<file path="config.mk">
export PLATFORM = sky130hd
export DESIGN_NAME = eth_rx_parser
export DESIGN_NICKNAME = d
export VERILOG_FILES = /design/src/rtl/eth_pkg.sv /design/src/rtl/eth_byte_reg.sv /design/src/rtl/eth_rx_parser.sv
export SDC_FILE = /design/constraint.sdc
export NUM_CORES = 1
export LEC_CHECK = 0
export BUFFER_PORTS_ARGS = -buffer_cell sky130_fd_sc_hd__buf_2
export CORE_MARGIN = 1.5
export CORE_UTILIZATION = 50
export CTS_CLUSTER_DIAMETER = 150
export DETAILED_ROUTE_END_ITERATION = 8
export GPL_TIMING_DRIVEN = 0
export PLACE_DENSITY = 0.82
export SLEW_MARGIN = 30
export SYNTH_ARGS = -nofsm -noshare
export SYNTH_HDL_FRONTEND = slang
export SYNTH_HIERARCHICAL = 1
export SYNTH_SLANG_ARGS = --single-unit
</file>
<file path="constraint.sdc">
create_clock -name clk -period 5.5 [get_ports clk]
set_clock_uncertainty 0.1 [all_clocks]
set_input_delay 0.275 -clock clk [delete_from_list [all_inputs] [get_ports clk]]
set_output_delay 0.275 -clock clk [all_outputs]
set_load 0.05 [all_outputs]
</file>
<file path="src/rtl/eth_pkg.sv">
// Shared types and constants for the Ethernet receive parser.
package eth_pkg;

  localparam int ETH_HDR_LEN = 14;

  typedef logic [47:0] mac_addr_t;
  typedef logic [15:0] ethertype_t;

  typedef enum logic [1:0] {
    HDR,
    WAIT_HDR,
    PAYLOAD,
    DROP
  } rx_state_t;

  // One payload byte travelling through the output register
  typedef struct packed {
    logic [7:0] data;
    logic       last;
  } byte_beat_t;

  // Statistics counters stick at all-ones instead of wrapping
  function automatic logic [15:0] sat_inc(input logic [15:0] v);
    return (v == 16'hFFFF) ? v : v + 16'd1;
  endfunction

endpackage

</file>
<file path="src/rtl/eth_byte_reg.sv">
// One-entry valid/ready register for payload bytes; refill allowed in the
// same cycle as a drain so the stream keeps one byte per cycle.
module eth_byte_reg
  import eth_pkg::*;
(
  input  logic       clk,
  input  logic       rst,
  input  logic       in_valid,
  input  byte_beat_t in_beat,
  output logic       in_ready,
  output logic       out_valid,
  output byte_beat_t out_beat,
  input  logic       out_ready
);

  assign in_ready = !out_valid || out_ready;

  // Load on accept, otherwise empty on drain; the beat holds while stalled
  always_ff @(posedge clk) begin
    if (rst) begin
      out_valid <= 1'b0;
      out_beat  <= '0;
    end else if (in_valid && in_ready) begin
      out_valid <= 1'b1;
      out_beat  <= in_beat;
    end else if (out_ready) begin
      out_valid <= 1'b0;
    end
  end

endmodule

</file>
<file path="src/rtl/eth_rx_parser.sv">
// Ethernet receive parser: splits a raw byte stream into a header handshake
// (dst/src/ethertype) and a payload byte stream, dropping runts and
// truncating frames longer than MAX_LEN bytes.
module eth_rx_parser
  import eth_pkg::*;
#(
  parameter int MAX_LEN = 1518
) (
  input  logic        clk,
  input  logic        rst,
  input  logic        in_valid,
  input  logic [7:0]  in_data,
  input  logic        in_last,
  output logic        in_ready,
  output logic        hdr_valid,
  output mac_addr_t   dst_mac,
  output mac_addr_t   src_mac,
  output ethertype_t  ethertype,
  input  logic        hdr_ready,
  output logic        out_valid,
  output logic [7:0]  out_data,
  output logic        out_last,
  input  logic        out_ready,
  output logic [15:0] frame_cnt,
  output logic [15:0] runt_cnt,
  output logic [15:0] trunc_cnt
);

  localparam int CW = $clog2(MAX_LEN + 1);
  localparam logic [CW-1:0] DST_END  = CW'(6);
  localparam logic [CW-1:0] SRC_END  = CW'(12);
  localparam logic [CW-1:0] HDR_LAST = CW'(ETH_HDR_LEN - 1);
  localparam logic [CW-1:0] LEN_LAST = CW'(MAX_LEN - 1);

  rx_state_t  state;
  logic [CW-1:0] cnt;
  logic       acc;
  logic       push;
  logic       reg_ready;
  byte_beat_t push_beat;
  byte_beat_t out_beat;

  // Payload only advances when the output register has room this cycle
  assign in_ready = !rst && ((state == HDR) || (state == DROP) ||
                             ((state == PAYLOAD) && reg_ready));
  assign acc  = in_valid && in_ready;
  assign push = acc && (state == PAYLOAD);

  // The byte at the length limit closes the emitted stream even without in_last
  assign push_beat = '{data: in_data, last: (in_last || (cnt == LEN_LAST))};

  eth_byte_reg u_out_reg (
    .clk       (clk),
    .rst       (rst),
    .in_valid  (push),
    .in_beat   (push_beat),
    .in_ready  (reg_ready),
    .out_valid (out_valid),
    .out_beat  (out_beat),
    .out_ready (out_ready)
  );

  assign out_data = out_beat.data;
  assign out_last = out_beat.last;

  // Frame FSM: header capture, header handshake, payload pass, overflow drop
  always_ff @(posedge clk) begin
    if (rst) begin
      state     <= HDR;
      cnt       <= '0;
      hdr_valid <= 1'b0;
      dst_mac   <= '0;
      src_mac   <= '0;
      ethertype <= '0;
      frame_cnt <= '0;
      runt_cnt  <= '0;
      trunc_cnt <= '0;
    end else begin
      case (state)
        HDR: begin
          if (acc) begin
            if (cnt < DST_END)      dst_mac   <= {dst_mac[39:0], in_data};
            else if (cnt < SRC_END) src_mac   <= {src_mac[39:0], in_data};
            else                    ethertype <= {ethertype[7:0], in_data};
            if (in_last) begin
              runt_cnt <= sat_inc(runt_cnt);
              cnt      <= '0;
            end else if (cnt == HDR_LAST) begin
              state     <= WAIT_HDR;
              hdr_valid <= 1'b1;
              cnt       <= cnt + 1'b1;
            end else begin
              cnt <= cnt + 1'b1;
            end
          end
        end
        WAIT_HDR: begin
          if (hdr_ready) begin
            hdr_valid <= 1'b0;
            state     <= PAYLOAD;
          end
        end
        PAYLOAD: begin
          if (acc) begin
            if (in_last) begin
              frame_cnt <= sat_inc(frame_cnt);
              cnt       <= '0;
              state     <= HDR;
            end else if (cnt == LEN_LAST) begin
              trunc_cnt <= sat_inc(trunc_cnt);
              state     <= DROP;
            end else begin
              cnt <= cnt + 1'b1;
            end
          end
        end
        DROP: begin
          if (acc && in_last) begin
            cnt   <= '0;
            state <= HDR;
          end
        end
        default: state <= HDR;
      endcase
    end
  end

endmodule

</file>
==> results.toml <==
[outcome]
run_status = "finished, final reports clean"

[detailed_routing]
vias = 7312
drt-initial-drc-count = 465
dr.pass1.iters = 6
routed_via_density = 5.489
ant_nets = 0
avgRoutedWirePerCell_microns = 15.41
drc = 0
wl_microns = 20530

[min_path]
min_from = "in_data[2]"
hold_class = "in -> reg"
min_to = "dst_mac[2]"
hold_path_depth = 3

[yosys]
syn_inst = 928
ys_types = 53
yosysMostFrequentCell = "nand2_1"
yosys_warnings = 6
synth.top_cell.area_share_pct = 48.10
yosysTopAreaCell = "dfxtp_1"
netlist_area_sq_um = 7659
synth_area_leaders = "dfxtp_1 48%, nand2_1 11%, a21oi_1 7.6%, nor2_1 3.2%, mux2i_1 2.7%"
ys_seq_area_share_pct = 48.10
synth_seq_cells = 184
synth_common_cells = "221 x nand2_1, 184 x dfxtp_1, 117 x a21oi_1, 65 x nor2_1, 42 x clkbuf_1"
synth-edff-count = 0
synthFlopType = "dfxtp_1"
synth_nets = 952
synth_area_per_cell_sq_um = 8.253
async_flop_share_pct = 0

[sta]
post-route-min-period_ps = 3020
worst_pin_slew_ps = 768.8
finalMaxSlewViolations = 0
final-hold-violation-count = 0
fin_setup_tns_ps = 0
setup_viol_count_final = 0
max_slew_margin_pct = 48.08
fmaxAchievable_mhz = 331.1
grt_setup_unrepaired = "false"
setup_ws_ps = 2480
post-route-period-util_pct = 54.91

[floorplan]
die_w_microns = 126.8
initial_core_util_pct = 50.75
fp-row-count = 45
ios = 186
die_h_microns = 126.8
die_area_sq_um = 16070
coreArea_sq_um = 15090

[critical_path]
critPathKind = "reg -> reg"
r2r-end = "src_mac[35]"
endpoint_kind = "flip-flop"
crit_path_start_kind = "flip-flop"
arrival_ps = 3280
r2r-start = "state[0]"
required_ps = 5760
cp_max_fo = 10
timing.reg2reg.setup_slack_ps = 2480
reg2reg_depth = 9

[layout]
syn_to_final_growth_pct = 22.97
nNetsFinal = 1155
drive_gt1_share_pct = 22.03
design_area_sq_um = 9418
diodes = 0
fillers = 1321

[place]
place.port_buffers = 184
dpl.hpwl_microns = 14780
preCtsSetupSlack_ps = 2500
postPlaceCellArea_sq_um = 8815
routabilityCongestion = 0.9447

[power_and_ir_drop]
p_comb_share_pct = 10.1
p_int_mw = 2.069
p_sw_share_pct = 27.72
irDropWorstVdd_uv = 222.1
power_density_nw_per_um2 = 304.0
p_leak_nw = 3.938
power_frac_seq_pct = 47.7
p_clk_share_pct = 42.1
p_switching_mw = 0.7937

[clocking]
cts_tree = "done"
cts_hold_buffers = 0
htreeDepth = 4
post_cts_resized = 0
clk_pin_slew_worst_paths_ps = 70
clock_latency_ps = 440
cts.root.buffer_cell = "clkbuf_16"
clockBufferDepth = 2
cts_inserted_buffers = 17
clock_sinks = 184
cts_setup_buffers = 0

[job]
max_cap_violations = 0

[grt]
grt_use_total_pct = 25.41
grt_pass1_vias = 6504
grt_pass1_wl_microns = 32700
grt_overflow = 0
antenna_found_initial = 0
grt_max_degree = 18
cell families (layout without fill, tap and decap cells):
logic type	Yosys count	after routing	synth area share (%)
AND/OR/NAND/NOR	425	425	25.76
AO/OA/AOI/OAI	189	189	14.30
flip-flops	184	184	48.10
buffers and inverters	68	284	3.856
XOR/XNOR	29	29	3.316
multiplexers	23	23	3.039
adder cells (fa/ha/maj)	10	10	1.634
metrics by stage:
stage | util [%] | cells | power (mW) | hold WS [ps]
2_1_floorplan | - | 928 | 1.593 | 311.0
3_3_place_gp | 58.42 | 1300 | 1.672 | 338.5
3_5_place_dp | 58.42 | 1300 | 1.677 | 345.9
4_1_cts | 62.25 | 1332 | 2.864 | 20.78
5_1_grt | 62.41 | 1332 | 2.960 | 38.09
6_report | 62.41 | 1332 | 2.863 | 39.82
state kept, by name (all words and copies together), names as in the netlist:
register             count
trunc_cnt               16
hdr_valid                1
cnt                     11
state                    2
u_out_reg/out_valid      1
dst_mac                 48
src_mac                 48
u_out_reg/out_beat       9
frame_cnt               16
runt_cnt                16
ethertype               16
worst max path at each step:
stage | startpoint | end | slack (ps) | cells past startpoint
after floorplan | u_out_reg/out_valid | trunc_cnt[7] | 2910 | 8
after global placement | state[0] | runt_cnt[9] | 2600 | 7
after detailed placement | state[0] | runt_cnt[9] | 2500 | 7
after CTS | state[0] | src_mac[35] | 2470 | 9
after global routing | state[0] | dst_mac[35] | 2290 | 9
final | state[0] | src_mac[35] | 2480 | 9
power groups by stage:
stage,registers (mW),logic (mW),clock network [mW]
detailed placement,1.40,0.281,0
CTS,1.37,0.283,1.21
finish,1.37,0.290,1.21
global placement,1.40,0.277,0
global route,1.37,0.315,1.28
floorplan,1.43,0.160,0
area by class of cell:
type | count | area (sq um) | share of cell area (%)
flip-flops and latches | 184 | 3684 | 39.11
repair buffers | 184 | 920.9 | 9.778
clock buffers | 19 | 442.9 | 4.703
well taps | 188 | 235.2 | 2.498
multi-input cells | 676 | 3705 | 39.34
clock inverters | 13 | 135.1 | 1.435
inverters | 10 | 37.54 | 0.3986
plain buffers | 58 | 257.7 | 2.737
worst max-delay path, cell delays in order, from the launching register on:
cell and delay (ps):
dfxtp_1 400, inv_1 110, ha_1 310, a21boi_2 230
or3_1 420, nor3b_1 430, clkbuf_1 410, buf_2 290
nand2_1 100, a21oi_1 150
per-layer routing:
metal	GRT usage, %	vias to the layer above	routed length (microns)
met3	5.736	45	1435
met1	33.83	3398	9211
li1	-	3600	-
met2	39.79	269	9362
met4	11.03	0	517
met5	0	-	0
cells in the final DEF, fill, tap and decap left out, drive strengths merged, types with 2 or more instances in the layout:
| master | synthesis | routed |
|---|---|---|
| nand2b | 6 | 6 |
| mux2 | 2 | 2 |
| nor2b | 8 | 8 |
| or2 | 2 | 2 |
| clkinvlp | 0 | 2 |
| mux2i | 21 | 21 |
| clkbuf | 43 | 62 |
| or4 | 5 | 5 |
| nor2 | 65 | 65 |
| nand3 | 29 | 29 |
| nor3b | 2 | 2 |
| or3 | 17 | 17 |
| clkinv | 0 | 3 |
| nor4 | 7 | 7 |
| buf | 15 | 199 |
| o2111ai | 2 | 2 |
| nand3b | 3 | 3 |
| nor4b | 2 | 2 |
| nand4 | 23 | 23 |
| o21a | 2 | 2 |
| dfxtp | 184 | 184 |
| and2 | 2 | 2 |
| xor2 | 23 | 23 |
| inv | 10 | 17 |
| nor3 | 5 | 5 |
| o211ai | 5 | 5 |
| o21ai | 30 | 30 |
| ha | 10 | 10 |
| and4 | 10 | 10 |
| and3 | 15 | 15 |
| xnor2 | 6 | 6 |
| a21bo | 9 | 9 |
| a31oi | 4 | 4 |
| o32ai | 2 | 2 |
| nand2 | 221 | 221 |
| o31ai | 2 | 2 |
| a21oi | 126 | 126 |
(Power assumes the default switching activity.)
